## src/rtl/apb_pkg.sv

```systemverilog
// Shared APB definitions for the master and the slave memory block.
// Contents:
//   IDLE_ST / SETUP_ST / ACCESS_ST : 2-bit bus phase encodings
//   ADDR_W_DEF / DATA_W_DEF        : default address and data widths
package apb_pkg;

  localparam logic [1:0] IDLE_ST   = 2'b00;
  localparam logic [1:0] SETUP_ST  = 2'b01;
  localparam logic [1:0] ACCESS_ST = 2'b10;

  localparam int unsigned ADDR_W_DEF = 32;
  localparam int unsigned DATA_W_DEF = 32;

endpackage

```

## src/rtl/apb_master.sv

```systemverilog
// APB requester: takes single read/write commands on a valid/ready port, runs
// IDLE -> SETUP -> ACCESS on the bus and returns a one-cycle response pulse.
// Ports:
//   clock, reset                 : rising-edge clock, synchronous active-high reset
//   cmd_valid/ready/write/addr/wdata : command handshake (accepted in IDLE only)
//   rsp_valid/rdata/error/timeout    : completion pulse and held status
//   psel/penable/pwrite/paddr/pwdata : APB request outputs (all registered)
//   pready/pslverr/prdata            : APB slave inputs
module apb_master
  import apb_pkg::*;
#(
  parameter int unsigned ADDR_W         = ADDR_W_DEF,
  parameter int unsigned DATA_W         = DATA_W_DEF,
  parameter int unsigned TIMEOUT_CYCLES = 16
) (
  input  logic              clock,
  input  logic              reset,
  input  logic              cmd_valid,
  output logic              cmd_ready,
  input  logic              cmd_write,
  input  logic [ADDR_W-1:0] cmd_addr,
  input  logic [DATA_W-1:0] cmd_wdata,
  output logic              rsp_valid,
  output logic [DATA_W-1:0] rsp_rdata,
  output logic              rsp_error,
  output logic              rsp_timeout,
  output logic              psel,
  output logic              penable,
  output logic              pwrite,
  output logic [ADDR_W-1:0] paddr,
  output logic [DATA_W-1:0] pwdata,
  input  logic              pready,
  input  logic              pslverr,
  input  logic [DATA_W-1:0] prdata
);

  localparam int unsigned CntW =
      (TIMEOUT_CYCLES == 0) ? 1 : $clog2(TIMEOUT_CYCLES + 1);
  // Count value seen on the last permitted wait cycle; unused when the timeout is disabled.
  localparam logic [CntW-1:0] CntLast = CntW'(TIMEOUT_CYCLES - 1);
  localparam logic [CntW-1:0] CntMax  = '1;

  logic [1:0]        state_q, state_d;
  logic [CntW-1:0]   cnt_q, cnt_d;
  logic              psel_q, psel_d;
  logic              penable_q, penable_d;
  logic              pwrite_q, pwrite_d;
  logic [ADDR_W-1:0] paddr_q, paddr_d;
  logic [DATA_W-1:0] pwdata_q, pwdata_d;
  logic              rsp_valid_q, rsp_valid_d;
  logic [DATA_W-1:0] rsp_rdata_q, rsp_rdata_d;
  logic              rsp_error_q, rsp_error_d;
  logic              rsp_timeout_q, rsp_timeout_d;

  logic handshake;
  logic timeout_hit;

  assign cmd_ready   = (state_q == IDLE_ST) && !reset;
  assign handshake   = cmd_valid && cmd_ready;
  assign timeout_hit = (TIMEOUT_CYCLES != 0) && (cnt_q == CntLast);

  // State register (also holds every registered output).
  always_ff @(posedge clock) begin
    if (reset) begin
      state_q       <= IDLE_ST;
      cnt_q         <= '0;
      psel_q        <= 1'b0;
      penable_q     <= 1'b0;
      pwrite_q      <= 1'b0;
      paddr_q       <= '0;
      pwdata_q      <= '0;
      rsp_valid_q   <= 1'b0;
      rsp_rdata_q   <= '0;
      rsp_error_q   <= 1'b0;
      rsp_timeout_q <= 1'b0;
    end else begin
      state_q       <= state_d;
      cnt_q         <= cnt_d;
      psel_q        <= psel_d;
      penable_q     <= penable_d;
      pwrite_q      <= pwrite_d;
      paddr_q       <= paddr_d;
      pwdata_q      <= pwdata_d;
      rsp_valid_q   <= rsp_valid_d;
      rsp_rdata_q   <= rsp_rdata_d;
      rsp_error_q   <= rsp_error_d;
      rsp_timeout_q <= rsp_timeout_d;
    end
  end

  // Next-state logic.
  always_comb begin
    state_d = state_q;
    case (state_q)
      IDLE_ST:   if (handshake) state_d = SETUP_ST;
      SETUP_ST:  state_d = ACCESS_ST;
      ACCESS_ST: if (pready || timeout_hit) state_d = IDLE_ST;
      default:   state_d = IDLE_ST;
    endcase
  end

  // Next values of the registered outputs and the wait counter.
  always_comb begin
    cnt_d         = cnt_q;
    psel_d        = psel_q;
    penable_d     = penable_q;
    pwrite_d      = pwrite_q;
    paddr_d       = paddr_q;
    pwdata_d      = pwdata_q;
    rsp_valid_d   = 1'b0;
    rsp_rdata_d   = rsp_rdata_q;
    rsp_error_d   = rsp_error_q;
    rsp_timeout_d = rsp_timeout_q;
    case (state_q)
      IDLE_ST: begin
        if (handshake) begin
          psel_d    = 1'b1;
          penable_d = 1'b0;
          pwrite_d  = cmd_write;
          paddr_d   = cmd_addr;
          pwdata_d  = cmd_wdata;
          cnt_d     = '0;
        end
      end
      SETUP_ST: penable_d = 1'b1;
      ACCESS_ST: begin
        if (pready) begin
          psel_d        = 1'b0;
          penable_d     = 1'b0;
          rsp_valid_d   = 1'b1;
          rsp_error_d   = pslverr;
          rsp_timeout_d = 1'b0;
          rsp_rdata_d   = pwrite_q ? '0 : prdata;
        end else if (timeout_hit) begin
          psel_d        = 1'b0;
          penable_d     = 1'b0;
          rsp_valid_d   = 1'b1;
          rsp_error_d   = 1'b1;
          rsp_timeout_d = 1'b1;
          rsp_rdata_d   = '0;
        end else if (cnt_q != CntMax) begin
          cnt_d = cnt_q + 1'b1;
        end
      end
      default: begin
        psel_d    = 1'b0;
        penable_d = 1'b0;
      end
    endcase
  end

  assign psel        = psel_q;
  assign penable     = penable_q;
  assign pwrite      = pwrite_q;
  assign paddr       = paddr_q;
  assign pwdata      = pwdata_q;
  assign rsp_valid   = rsp_valid_q;
  assign rsp_rdata   = rsp_rdata_q;
  assign rsp_error   = rsp_error_q;
  assign rsp_timeout = rsp_timeout_q;

endmodule

```

## config.mk

```make
export PLATFORM = sky130hd
export DESIGN_NAME = apb_master
export DESIGN_NICKNAME = d
export VERILOG_FILES = /design/src/rtl/apb_pkg.sv /design/src/rtl/apb_master.sv
export SDC_FILE = /design/constraint.sdc
export NUM_CORES = 1
export LEC_CHECK = 0
export CORE_UTILIZATION = 35
export CTS_CLUSTER_DIAMETER = 40
export DETAILED_ROUTE_END_ITERATION = 8
export HOLD_SLACK_MARGIN = 0.05
export PLACE_DENSITY = 0.83
export SLEW_MARGIN = 0
export SYNTH_ARGS = -nofsm -noshare
export SYNTH_HDL_FRONTEND = slang
export SYNTH_SLANG_ARGS = --single-unit
export TNS_END_PERCENT = 100
```

## constraint.sdc

```tcl
create_clock -name clock -period 2.7 [get_ports clock]
set_clock_uncertainty 0.1 [all_clocks]
set_input_delay 0.27 -clock clock [delete_from_list [all_inputs] [get_ports clock]]
set_output_delay 0.27 -clock clock [all_outputs]
set_load 0.02 [all_outputs]
```

==> summary.txt, run 1 <==
Outcome
  – Status: finished, final reports clean

Synth
  – Register area share after synthesis: 53.7%
  – Avg Synthesized Cell Area: 8.39 um2
  – Most used DFF post-synth: dfxtp_1
  – FFs w/ async S/R, synth: 0%
  – Post-Syn Area: 0.00403 mm2
  – Flops & latches, synth: 108
  – Yosys warnings: 0
  – Library cells used by synthesis: 30
  – EDFF count, synth: 0
  – Post-Syn Instances: 480
  – Synthesized Nets: 585

Global routing
  – GR Overflow Total: 0
  – Vias in the first global route: approximately 3700
  – First-pass GRT wire length: 16600 um
  – Initial antenna violation count: 0
  – Total Routing Usage GR: roughly 18%
  – Largest net degree at the start of global routing: about 130

Timing
  – Slew Viols, Final: 0
  – Final setup vio count: 0
  – Slew @ Worst Pin: 0.567 ns
  – Period utilization: 91.2%
  – Count of final hold-check violations: 0
  – RSZ-0062 raised after global routing: no
  – Final setup margin: 0.236 ns
  – Slew HR: ~62%
  – Fmax achieved: 406 MHz
  – Crit path time final: 2.46 ns
  – Setup TNS: 0 ns

Clocking
  – Post-CTS Setup Bufs: 0
  – Max Root-Sink Buffers: 2
  – CTS Buf Count: 9
  – H-tree Lvls: 3
  – CTS root buffer: clkbuf_16
  – Worst-path clk slew: 0.07 ns
  – Clk Latency, worst-skew pair: ~0.33 ns
  – Post-cts resize count: 0
  – CTS Hold Bufs: 0
  – TritonCTS clock tree: done
  – # clock sinks: approximately 110

Final layout
  – Sequential Area: roughly 0.0022 mm2
  – Area of the multi-input gates: 0.00172 mm2
  – Most frequent cells in the layout: clkdlybuf4s50_1 (203), dfxtp_1 (108), nand2_1 (97)
  – Layout area overhead: 61.3%
  – Nets: 769
  – Fill cells: 954
  – Layout cell share with drive strength beyond 1: under 10%
  – Non-Filler Instances: between 800 and 900
  – Most common cell after layout, fill and taps aside: clkdlybuf4s50_1
  – # diodes: 0

Route
  – Drt via density: 4.80
  – Post-Route WL: 10800 um
  – Routed length per instance: 13.3 um
  – Vias: 3881
  – DRC: 0
  – Drt pass-1 iters: 6
  – Post-DRT Antenna Nets: 0
  – DRT iter0 DRCs: 210

Floorplan
  – Core area: 0.0110 mm2
  – Die W: roughly 110 um
  – Cell Rows: 38
  – Starting Density: 36.5%
  – Ports: 205
  – Die H: approximately 110 um
  – Die footprint: 0.0119 mm2

Critical path
  – RR Startpoint: cnt_q[0]
  – Top delay family on crit path: simple AND/OR/NAND/NOR gates
  – Levels on crit path: 6
  – Crit-path max cell delay: 0.59 ns
  – R2R depth: 6
  – WS Path Type: reg -> reg
  – CP dominant cell by count: ha_1
  – R2R Path End: cnt_q[3]
  – Slowest CP cell: or4b_1
  – Critical Path Start: cnt_q[0]
  – WP data arrival: between 2 and 3 ns
  – R2R Setup Slk: 0.24 ns
  – CP Launch Type: register
  – Crit path max fanout: 7
  – Critical Path RT: 2.86 ns
  – Worst Path Buf+Inv: 0
  – CP Capture Type: register
  – End of the critical path: cnt_q[3]
  – Critical path cell sequence: ha_1 > and3_1 > ha_1 > or4b_1 > or4_1 > a31oi_1

Power
  – Sw Pwr: 0.000924 W
  – Switch share: 24.3%
  – Clock power frac: between 30 and 40%
  – Leakage power: 2.27 nW
  – Flop pwr share: between 40% and 50%
  – Power per cell area: 584 mW/mm2
  – Internal Pwr Total: approximately 0.0029 W
  – Comb pwr share: 16.6%
  – Maximum vdd drop: a little under 400 uV

Placed design
  – GP Congestion: 0.776
  – Port Buf Inserts: between 200 and 250
  – Pre-CTS setup slack: approximately 0.28 ns
  – Placed cell count: 793
  – Detailed placement HPWL: 7690 um

Worst hold path
  – Hold path cells: 2
  – Hold/Removal Path Class: reg -> reg

Flow run
  – MaxCap Viol Count: 0
==> worst reg2reg max path, cell delays in order, from the launching register on <==
cell and delay, ns:
dfxtp_1 0.34, ha_1 0.24, and3_1 0.21, ha_1 0.23, or4b_1 0.59, or4_1 0.50, a31oi_1 0.18
==> registers in the layout (all words and copies together), names as in the netlist <==
name	flops
state_q	2
pwrite	1
pwdata	32
rsp_valid	1
psel	1
cnt_q	5
rsp_error	1
paddr	32
rsp_timeout	1
rsp_rdata	32
==> cells in the mapped netlist, drive strengths merged, types with 2 or more instances <==
| master | number | area share, % |
|---|---|---|
| o211ai | 2 | 0.37 |
| or4b | 2 | 0.50 |
| o31ai | 2 | 0.37 |
| dfxtp | 108 | 54 |
| a21oi | 35 | 4.3 |
| ha | 3 | 0.93 |
| buf | 10 | 1.2 |
| nor2 | 3 | 0.28 |
| nand2 | 97 | 9.0 |
| nor3 | 4 | 0.50 |
| a31oi | 2 | 0.31 |
| o21ai | 99 | 12 |
| nand2b | 68 | 11 |
| clkbuf | 28 | 2.6 |
| a211oi | 2 | 0.37 |
| or4 | 2 | 0.37 |
| nand3 | 2 | 0.25 |
| inv | 2 | 0.19 |
==> per-layer routing <==
metal | part of all wire [%] | wire length [um] | track usage, %
met1 | 41 | 4380 | 19.3
met5 | 0 | 0 | 0
met3 | 8.1 | 869 | 5.93
met2 | 49 | 5270 | 30.5
met4 | 2.4 | 260 | 7.71
==> through the flow <==
stage                     power [W]  area (um2)  hold WS (ns)  utilization [%]
after floorplan             0.00203        4030         0.267                -
after global placement      0.00239        6170         0.352             55.9
after global routing        0.00396        6500         0.370             58.9
after CTS                   0.00384        6500         0.358             58.9
final                       0.00379        6500         0.366             58.9
after detailed placement    0.00240        6170         0.352             55.9
==> kinds of logic after synthesis <==
logic type,count (synthesis),synth area share (%)
and+or+nand+nor,184,22.6
AOI/OAI and AO/OA,145,18.7
DFF,108,53.7
buffers and inverters,40,4.07
adders and majority gates,3,0.932
==> how the worst min path moves through the flow <==
| stage | startpoint | endpoint | slack, ns |
|---|---|---|---|
| after global placement | pwdata[23] | pwdata[23] | 0.35 |
| after floorplan | pready | rsp_timeout | 0.27 |
| after global routing | cmd_wdata[12] | pwdata[12] | 0.37 |
| after CTS | cmd_wdata[12] | pwdata[12] | 0.36 |
| after detailed placement | pwdata[13] | pwdata[13] | 0.35 |
| final | pwdata[25] | pwdata[25] | 0.37 |
==> area by class of cell <==
class,instances,share of cell area [%]
Timing Repair Buffer,211,32.3
Multi-Input combinational cell,332,26.4
Clock inverter,6,1.44
Sequential cell,108,33.3
Clock buffer,10,3.68
Inverter,2,0.135
Tap cell,140,2.70
==> power groups by stage <==
stage	Combinational [W]	Sequential, W	Clock [W]
6_report	0.000630	0.00173	0.00143
5_1_grt	0.000674	0.00175	0.00154
4_1_cts	0.000634	0.00173	0.00147
3_5_place_dp	0.000631	0.00177	0
3_3_place_gp	0.000622	0.00177	0
2_1_floorplan	0.000157	0.00187	0
(Power assumes the default switching activity.)
==> inputs of run 2 (changes only) <==
--- a/config.mk
+++ b/config.mk
@@ -6,6 +6,7 @@
 export NUM_CORES = 1
 export LEC_CHECK = 0
 export CORE_UTILIZATION = 35
+export CTS_BUF_LIST = sky130_fd_sc_hd__clkbuf_16
 export CTS_CLUSTER_DIAMETER = 40
 export DETAILED_ROUTE_END_ITERATION = 8
 export HOLD_SLACK_MARGIN = 0.05
@@ -14,4 +15,4 @@
 export SYNTH_ARGS = -nofsm -noshare
 export SYNTH_HDL_FRONTEND = slang
 export SYNTH_SLANG_ARGS = --single-unit
-export TNS_END_PERCENT = 100
+export TNS_END_PERCENT = 1
==> run 2 against run 1 <==
Compared with the run above:
- non-clock buffer count did not move
- sequential share of layout area rose by 0.051 points
- highest routed layer unchanged
- count of clock-buffer cells in the layout fell by 1
- utilization fell by 0.091 points
- via count barely moved
- worst hold slack did not move
- largest power group unchanged
- critical path type unchanged
- critical path depth did not move
- worst setup slack got worse by 0.0054 ns
- die area did not move
- combinational power barely moved
==> summary.txt, run 2 (same netlist as run 1, synthesis figures left out) <==
Clocking
  – Max Root-Sink Buffers: 2 (unchanged)
  – CTS Buf Count: 9 (unchanged)
  – TritonCTS clock tree: done (unchanged)
  – CTS Hold Bufs: 0 (unchanged)
  – H-tree Lvls: 3 (unchanged)
  – Post-CTS Setup Bufs: 0 (unchanged)
  – CTS root buffer: clkbuf_16 (unchanged)
  – Post-cts resize count: 0 (unchanged)
  – Clk Latency, worst-skew pair: 0.33 ns (about the same)
  – Worst-path clk slew: 0.07 ns (about the same)
  – # clock sinks: 108 (unchanged)

Power
  – Tot Pwr: 0.00376 W (was 0.00379 W)
  – Leakage power: 2.26 nW (was 2.27 nW)
  – Power per cell area: 580 mW/mm2 (was 584 mW/mm2)
  – Maximum vdd drop: 386 uV (about the same)

Global routing
  – GR Overflow Total: 0 (unchanged)
  – First-pass GRT wire length: 16600 um (about the same)
  – Largest net degree at the start of global routing: 132 (unchanged)
  – Vias in the first global route: 3674 (was 3681)
  – Initial antenna violation count: 0 (unchanged)
  – Total Routing Usage GR: 17.5% (about the same)

Placed design
  – Placed cell count: 793 (unchanged)
  – GP Congestion: 0.776 (unchanged)
  – Port Buf Inserts: 204 (unchanged)
  – Detailed placement HPWL: 7690 um (unchanged)

Final layout
  – # diodes: 0 (unchanged)
  – Most common cell after layout, fill and taps aside: clkdlybuf4s50_1 (unchanged)
  – Most frequent cells in the layout: clkdlybuf4s50_1 (203), dfxtp_1 (108), nand2_1 (97) (unchanged)
  – Core Util, Final: 58.8% (was 58.9%)
  – Layout area overhead: 61.1% (was 61.3%)
  – Layout cell share with drive strength beyond 1: 3.89% (was 4.04%)
  – Nets: 769 (unchanged)
  – Non-Filler Instances: 809 (unchanged)

Worst hold path
  – Hold/Removal Path Class: reg -> reg (unchanged)
  – Hold endpoint: pwdata[25] (unchanged)
  – Worst Min Path Start: pwdata[25] (unchanged)
  – Hold path cells: 2 (unchanged)

Critical path
  – Worst Path Buf+Inv: 0 (unchanged)
  – Critical path cell sequence: ha_1 > and3_1 > ha_1 > or4b_1 > or4_1 > a31oi_1 (unchanged)
  – Top delay family on crit path: simple AND/OR/NAND/NOR gates (unchanged)
  – R2R Path End: cnt_q[3] (unchanged)
  – Critical Path RT: 2.86 ns (about the same)
  – RR Startpoint: cnt_q[0] (unchanged)
  – CP dominant cell by count: ha_1 (unchanged)
  – Slowest CP cell: or4b_1 (unchanged)
  – CP Launch Type: register (unchanged)
  – R2R depth: 6 (unchanged)
  – R2R Setup Slk: 0.23 ns (was 0.24 ns)
  – CP Capture Type: register (unchanged)
  – Crit-path max cell delay: 0.60 ns (was 0.59 ns)
  – Crit path max fanout: 7 (unchanged)
  – Critical Path Start: cnt_q[0] (unchanged)
  – WS Path Type: reg -> reg (unchanged)
  – WP data arrival: 2.62 ns (about the same)

Timing
  – Slew @ Worst Pin: 0.574 ns (was 0.567 ns)
  – Period utilization: 91.4% (was 91.2%)
  – Final setup vio count: 0 (unchanged)
  – Slew HR: 61.7% (was 62.2%)
  – Slew Viols, Final: 0 (unchanged)
  – Setup TNS: 0 ns (unchanged)
  – Count of final hold-check violations: 0 (unchanged)
  – Crit path time final: 2.47 ns (was 2.46 ns)
  – Fmax achieved: 405 MHz (was 406 MHz)
  – RSZ-0062 raised after global routing: no (unchanged)

Route
  – Vias: 3883 (was 3881)
  – Drt via density: 4.80 (about the same)
  – Post-DRT Antenna Nets: 0 (unchanged)
  – DRC: 0 (unchanged)
  – Post-Route WL: 10800 um (about the same)
  – Drt pass-1 iters: 6 (unchanged)
  – DRT iter0 DRCs: 223 (was 210)
  – Routed length per instance: 13.3 um (about the same)

Floorplan
  – Die footprint: 0.0119 mm2 (unchanged)
  – Cell Rows: 38 (unchanged)
  – Core area: 0.0110 mm2 (unchanged)
  – Ports: 205 (unchanged)
  – Starting Density: 36.5% (unchanged)
  – Die H: 109 um (unchanged)
  – Die W: 109 um (unchanged)

Flow run
  – MaxCap Viol Count: 0 (unchanged)

Outcome
  – Status: finished, final reports clean (unchanged)
-- run 2: area by class of cell --
| class | instances | area, um2 |
|---|---|---|
| multi-input cells | 332 | 1720 |
| flip-flops and latches | 108 | 2160 |
| repair buffers | 211 | 2100 |
| clock inverters | 7 | 97.6 |
| fillers | 953 | 4540 |
| well taps | 140 | 175 |
| clock buffers | 9 | 225 |
| inverters | 2 | 8.76 |
-- run 2: how the worst max path moves through the flow --
stage                    end  slack (ns)  cells past startpoint
floorplan           cnt_q[3]        0.40                      7
global placement    cnt_q[3]        0.33                      6
detailed placement  cnt_q[3]        0.28                      6
CTS                 cnt_q[3]        0.25                      6
global route        cnt_q[3]        0.11                      6
finish              cnt_q[3]        0.23                      6
-- run 2: power by group --
| part | total, W | switching [W] | internal, W |
|---|---|---|---|
| combinational | 0.000630 | 0.000289 | 0.000341 |
| sequential | 0.00173 | 0.0000508 | 0.00168 |
| clock | 0.00140 | 0.000583 | 0.000818 |
-- run 2: layer usage --
| metal | part of all wire, % | track usage [%] | vias to the layer above |
|---|---|---|---|
| li1 | - | - | 1957 |
| met4 | 2.3 | 7.62 | 0 |
| met1 | 40 | 19.3 | 1763 |
| met2 | 50 | 30.6 | 141 |
| met3 | 7.9 | 5.93 | 22 |
| met5 | 0 | 0 | - |
-- run 2: worst reg2reg max path, delay by kind of cell (launching register included) --
kind,cells,cell delay (ns)
AND/OR/NAND/NOR,3,1.31
flip-flops,1,0.34
AO/OA/AOI/OAI,1,0.18
adder cells (fa/ha/maj),2,0.47
-- run 2: per-stage QoR --
stage,cell area (um2),setup slack (ns),hold slack (ns)
2_1_floorplan,4030,0.397,0.267
3_3_place_gp,6170,0.330,0.352
3_5_place_dp,6170,0.277,0.352
4_1_cts,6490,0.250,0.358
5_1_grt,6490,0.114,0.370
6_report,6490,0.231,0.366
==> inputs of run 3 (changes only) <==
--- a/config.mk
+++ b/config.mk
@@ -5,12 +5,12 @@
 export SDC_FILE = /design/constraint.sdc
 export NUM_CORES = 1
 export LEC_CHECK = 0
-export CORE_UTILIZATION = 35
+export CORE_UTILIZATION = 40
 export CTS_BUF_LIST = sky130_fd_sc_hd__clkbuf_16
 export CTS_CLUSTER_DIAMETER = 40
 export DETAILED_ROUTE_END_ITERATION = 8
 export HOLD_SLACK_MARGIN = 0.05
-export PLACE_DENSITY = 0.83
+export PLACE_DENSITY = 0.91
 export SLEW_MARGIN = 0
 export SYNTH_ARGS = -nofsm -noshare
 export SYNTH_HDL_FRONTEND = slang
==> run 3 against run 2 <==
Compared with the run above:
- die area down 12%
- final area fell by 1.1%
- register-to-register slack gained 0.02 ns
- critical path type unchanged
- worst hold slack improved by 0.0010 ns
- worst setup slack better by 0.019 ns
- count of clock-buffer cells in the layout unchanged
- first-iteration DRC count is 50% lower
- utilization up 6.8 points
- maximum frequency rose by 0.76%
- clock power down 11%
==> summary.txt, run 3 (same netlist as run 1, synthesis figures left out) <==
Worst hold path
  – Hold/Removal Path Class: reg -> reg (unchanged)
  – Worst Min Path Start: pwdata[26] (was pwdata[25])
  – Hold path cells: 2 (unchanged)
  – Hold endpoint: pwdata[26] (was pwdata[25])

Clocking
  – CTS root buffer: clkbuf_16 (unchanged)
  – TritonCTS clock tree: done (unchanged)
  – Clk Latency, worst-skew pair: 0.32 ns (was 0.33 ns)
  – CTS Buf Count: 9 (unchanged)
  – Post-CTS Setup Bufs: 0 (unchanged)
  – Worst-path clk slew: 0.07 ns (about the same)
  – # clock sinks: 108 (unchanged)
  – CTS Hold Bufs: 0 (unchanged)
  – Max Root-Sink Buffers: 2 (unchanged)
  – H-tree Lvls: 3 (unchanged)
  – Post-cts resize count: 0 (unchanged)

Floorplan
  – Core area: 0.00977 mm2 (was 0.0110 mm2)
  – Cell Rows: 36 (was 38)
  – Ports: 205 (unchanged)
  – Die W: 102 um (was 109 um)
  – Starting Density: 41.2% (was 36.5%)
  – Die H: 102 um (was 109 um)
  – Die footprint: 0.0105 mm2 (was 0.0119 mm2)

Timing
  – Slew HR: 26.2% (was 61.7%)
  – Crit path time final: 2.45 ns (was 2.47 ns)
  – Slew Viols, Final: 0 (unchanged)
  – Count of final hold-check violations: 0 (unchanged)
  – Setup TNS: 0 ns (unchanged)
  – RSZ-0062 raised after global routing: no (unchanged)
  – Final setup vio count: 0 (unchanged)
  – Hold slack final: 0.367 ns (was 0.366 ns)
  – Fmax achieved: 408 MHz (was 405 MHz)
  – Period utilization: 90.8% (was 91.4%)
  – Slew @ Worst Pin: 1.11 ns (was 0.574 ns)

Critical path
  – WS Path Type: reg -> reg (unchanged)
  – Crit path max fanout: 7 (unchanged)
  – Critical Path RT: 2.85 ns (was 2.86 ns)
  – R2R Path End: cnt_q[3] (unchanged)
  – R2R Setup Slk: 0.25 ns (was 0.23 ns)
  – CP Capture Type: register (unchanged)
  – CP Launch Type: register (unchanged)
  – RR Startpoint: cnt_q[0] (unchanged)
  – WP data arrival: 2.60 ns (was 2.62 ns)
  – R2R depth: 6 (unchanged)

Route
  – Vias: 3924 (was 3883)
  – DRT iter0 DRCs: 111 (was 223)
  – Drt via density: 4.91 (was 4.80)
  – Post-Route WL: 11200 um (was 10800 um)
  – Post-DRT Antenna Nets: 0 (unchanged)
  – DRC: 0 (unchanged)
  – Routed length per instance: 14.0 um (was 13.3 um)
  – Drt pass-1 iters: 4 (was 6)

Outcome
  – Status: finished, final reports clean (unchanged)

Final layout
  – Fill cells: 796 (was 953)
  – Layout cell share with drive strength beyond 1: 3.60% (was 3.89%)
  – Layout area overhead: 59.3% (was 61.1%)
  – Area of the multi-input gates: 0.00172 mm2 (unchanged)
  – Most frequent cells in the layout: clkdlybuf4s50_1 (203), dfxtp_1 (108), nand2_1 (97) (unchanged)
  – Most common cell after layout, fill and taps aside: clkdlybuf4s50_1 (unchanged)
  – Core Util, Final: 65.7% (was 58.8%)
  – Post-route cell area: 0.00642 mm2 (was 0.00649 mm2)
  – # diodes: 0 (unchanged)
  – Nets: 766 (was 769)
  – Sequential Area: 0.00216 mm2 (unchanged)

Flow run
  – MaxCap Viol Count: 0 (unchanged)

Power
  – Maximum vdd drop: 386 uV (about the same)
  – Leakage power: 2.23 nW (was 2.26 nW)
  – Power per cell area: 563 mW/mm2 (was 580 mW/mm2)
  – Tot Pwr: 0.00361 W (was 0.00376 W)

Placed design
  – GP Congestion: 0.743 (was 0.776)
  – Cell Area, Placed: 0.00613 mm2 (was 0.00617 mm2)
  – Detailed placement HPWL: 7940 um (was 7690 um)
  – Port Buf Inserts: 204 (unchanged)

Global routing
  – Largest net degree at the start of global routing: 132 (unchanged)
  – Initial antenna violation count: 0 (unchanged)
  – Total Routing Usage GR: 20.7% (was 17.5%)
  – Vias in the first global route: 3788 (was 3674)
  – GR Overflow Total: 0 (unchanged)
  – First-pass GRT wire length: 17100 um (was 16600 um)
## run 3: changes by cell type in the layout (fill, tap and decap cells not counted)
| cell | before | now |
|---|---|---|
| buf_4 | 6 | 3 |
| bufinv_16 | 2 | 0 |
| clkinv_1 | 1 | 0 |
| clkinv_2 | 1 | 2 |
| clkinvlp_4 | 1 | 2 |
| inv_8 | 0 | 1 |
## run 3: worst max path at each step
stage | from | end | slack, ns | cells past startpoint
after floorplan | cnt_q[0] | cnt_q[3] | 0.40 | 7
after global placement | cnt_q[0] | cnt_q[3] | 0.34 | 6
after detailed placement | cnt_q[0] | cnt_q[3] | 0.29 | 6
after CTS | cnt_q[0] | cnt_q[3] | 0.28 | 6
after global routing | cnt_q[0] | cnt_q[3] | 0.13 | 6
final | cnt_q[0] | cnt_q[3] | 0.25 | 6
## run 3: metal layers
metal / wire length, um / share of wire (%) / global-route usage, %
met4: 252 / 2.2 / 8.24
met2: 5770 / 51 / 39.0
met3: 823 / 7.3 / 6.22
met1: 4370 / 39 / 21.4
met5: 0 / 0 / 0
## run 3: layout make-up
cell class	count	area share, %
Tap cell	133	2.59
Clock inverter	7	0.897
Clock buffer	9	3.51
Sequential cell	108	33.7
Timing Repair Buffer	208	32.4
Multi-Input combinational cell	332	26.8
Inverter	2	0.136
## run 3: metrics by stage
| stage | std cells | setup slack [ns] |
|---|---|---|
| floorplan | 480 | 0.397 |
| global placement | 783 | 0.340 |
| detailed placement | 783 | 0.289 |
| CTS | 799 | 0.279 |
| global route | 799 | 0.133 |
| finish | 799 | 0.250 |
## run 3: critical path: stages, from the launching register on
cell and delay [ns]:
dfxtp_1 0.34, ha_1 0.24, and3_1 0.21, ha_1 0.24, or4b_1 0.59, or4_1 0.50
a31oi_1 0.16
## run 3: where the power goes
group,internal (W),leakage [nW],switching (W)
combinational,0.000339,1.21,0.000292
sequential,0.00168,0.883,0.0000510
clock,0.000640,0.134,0.000607
total,0.00266,2.23,0.000950
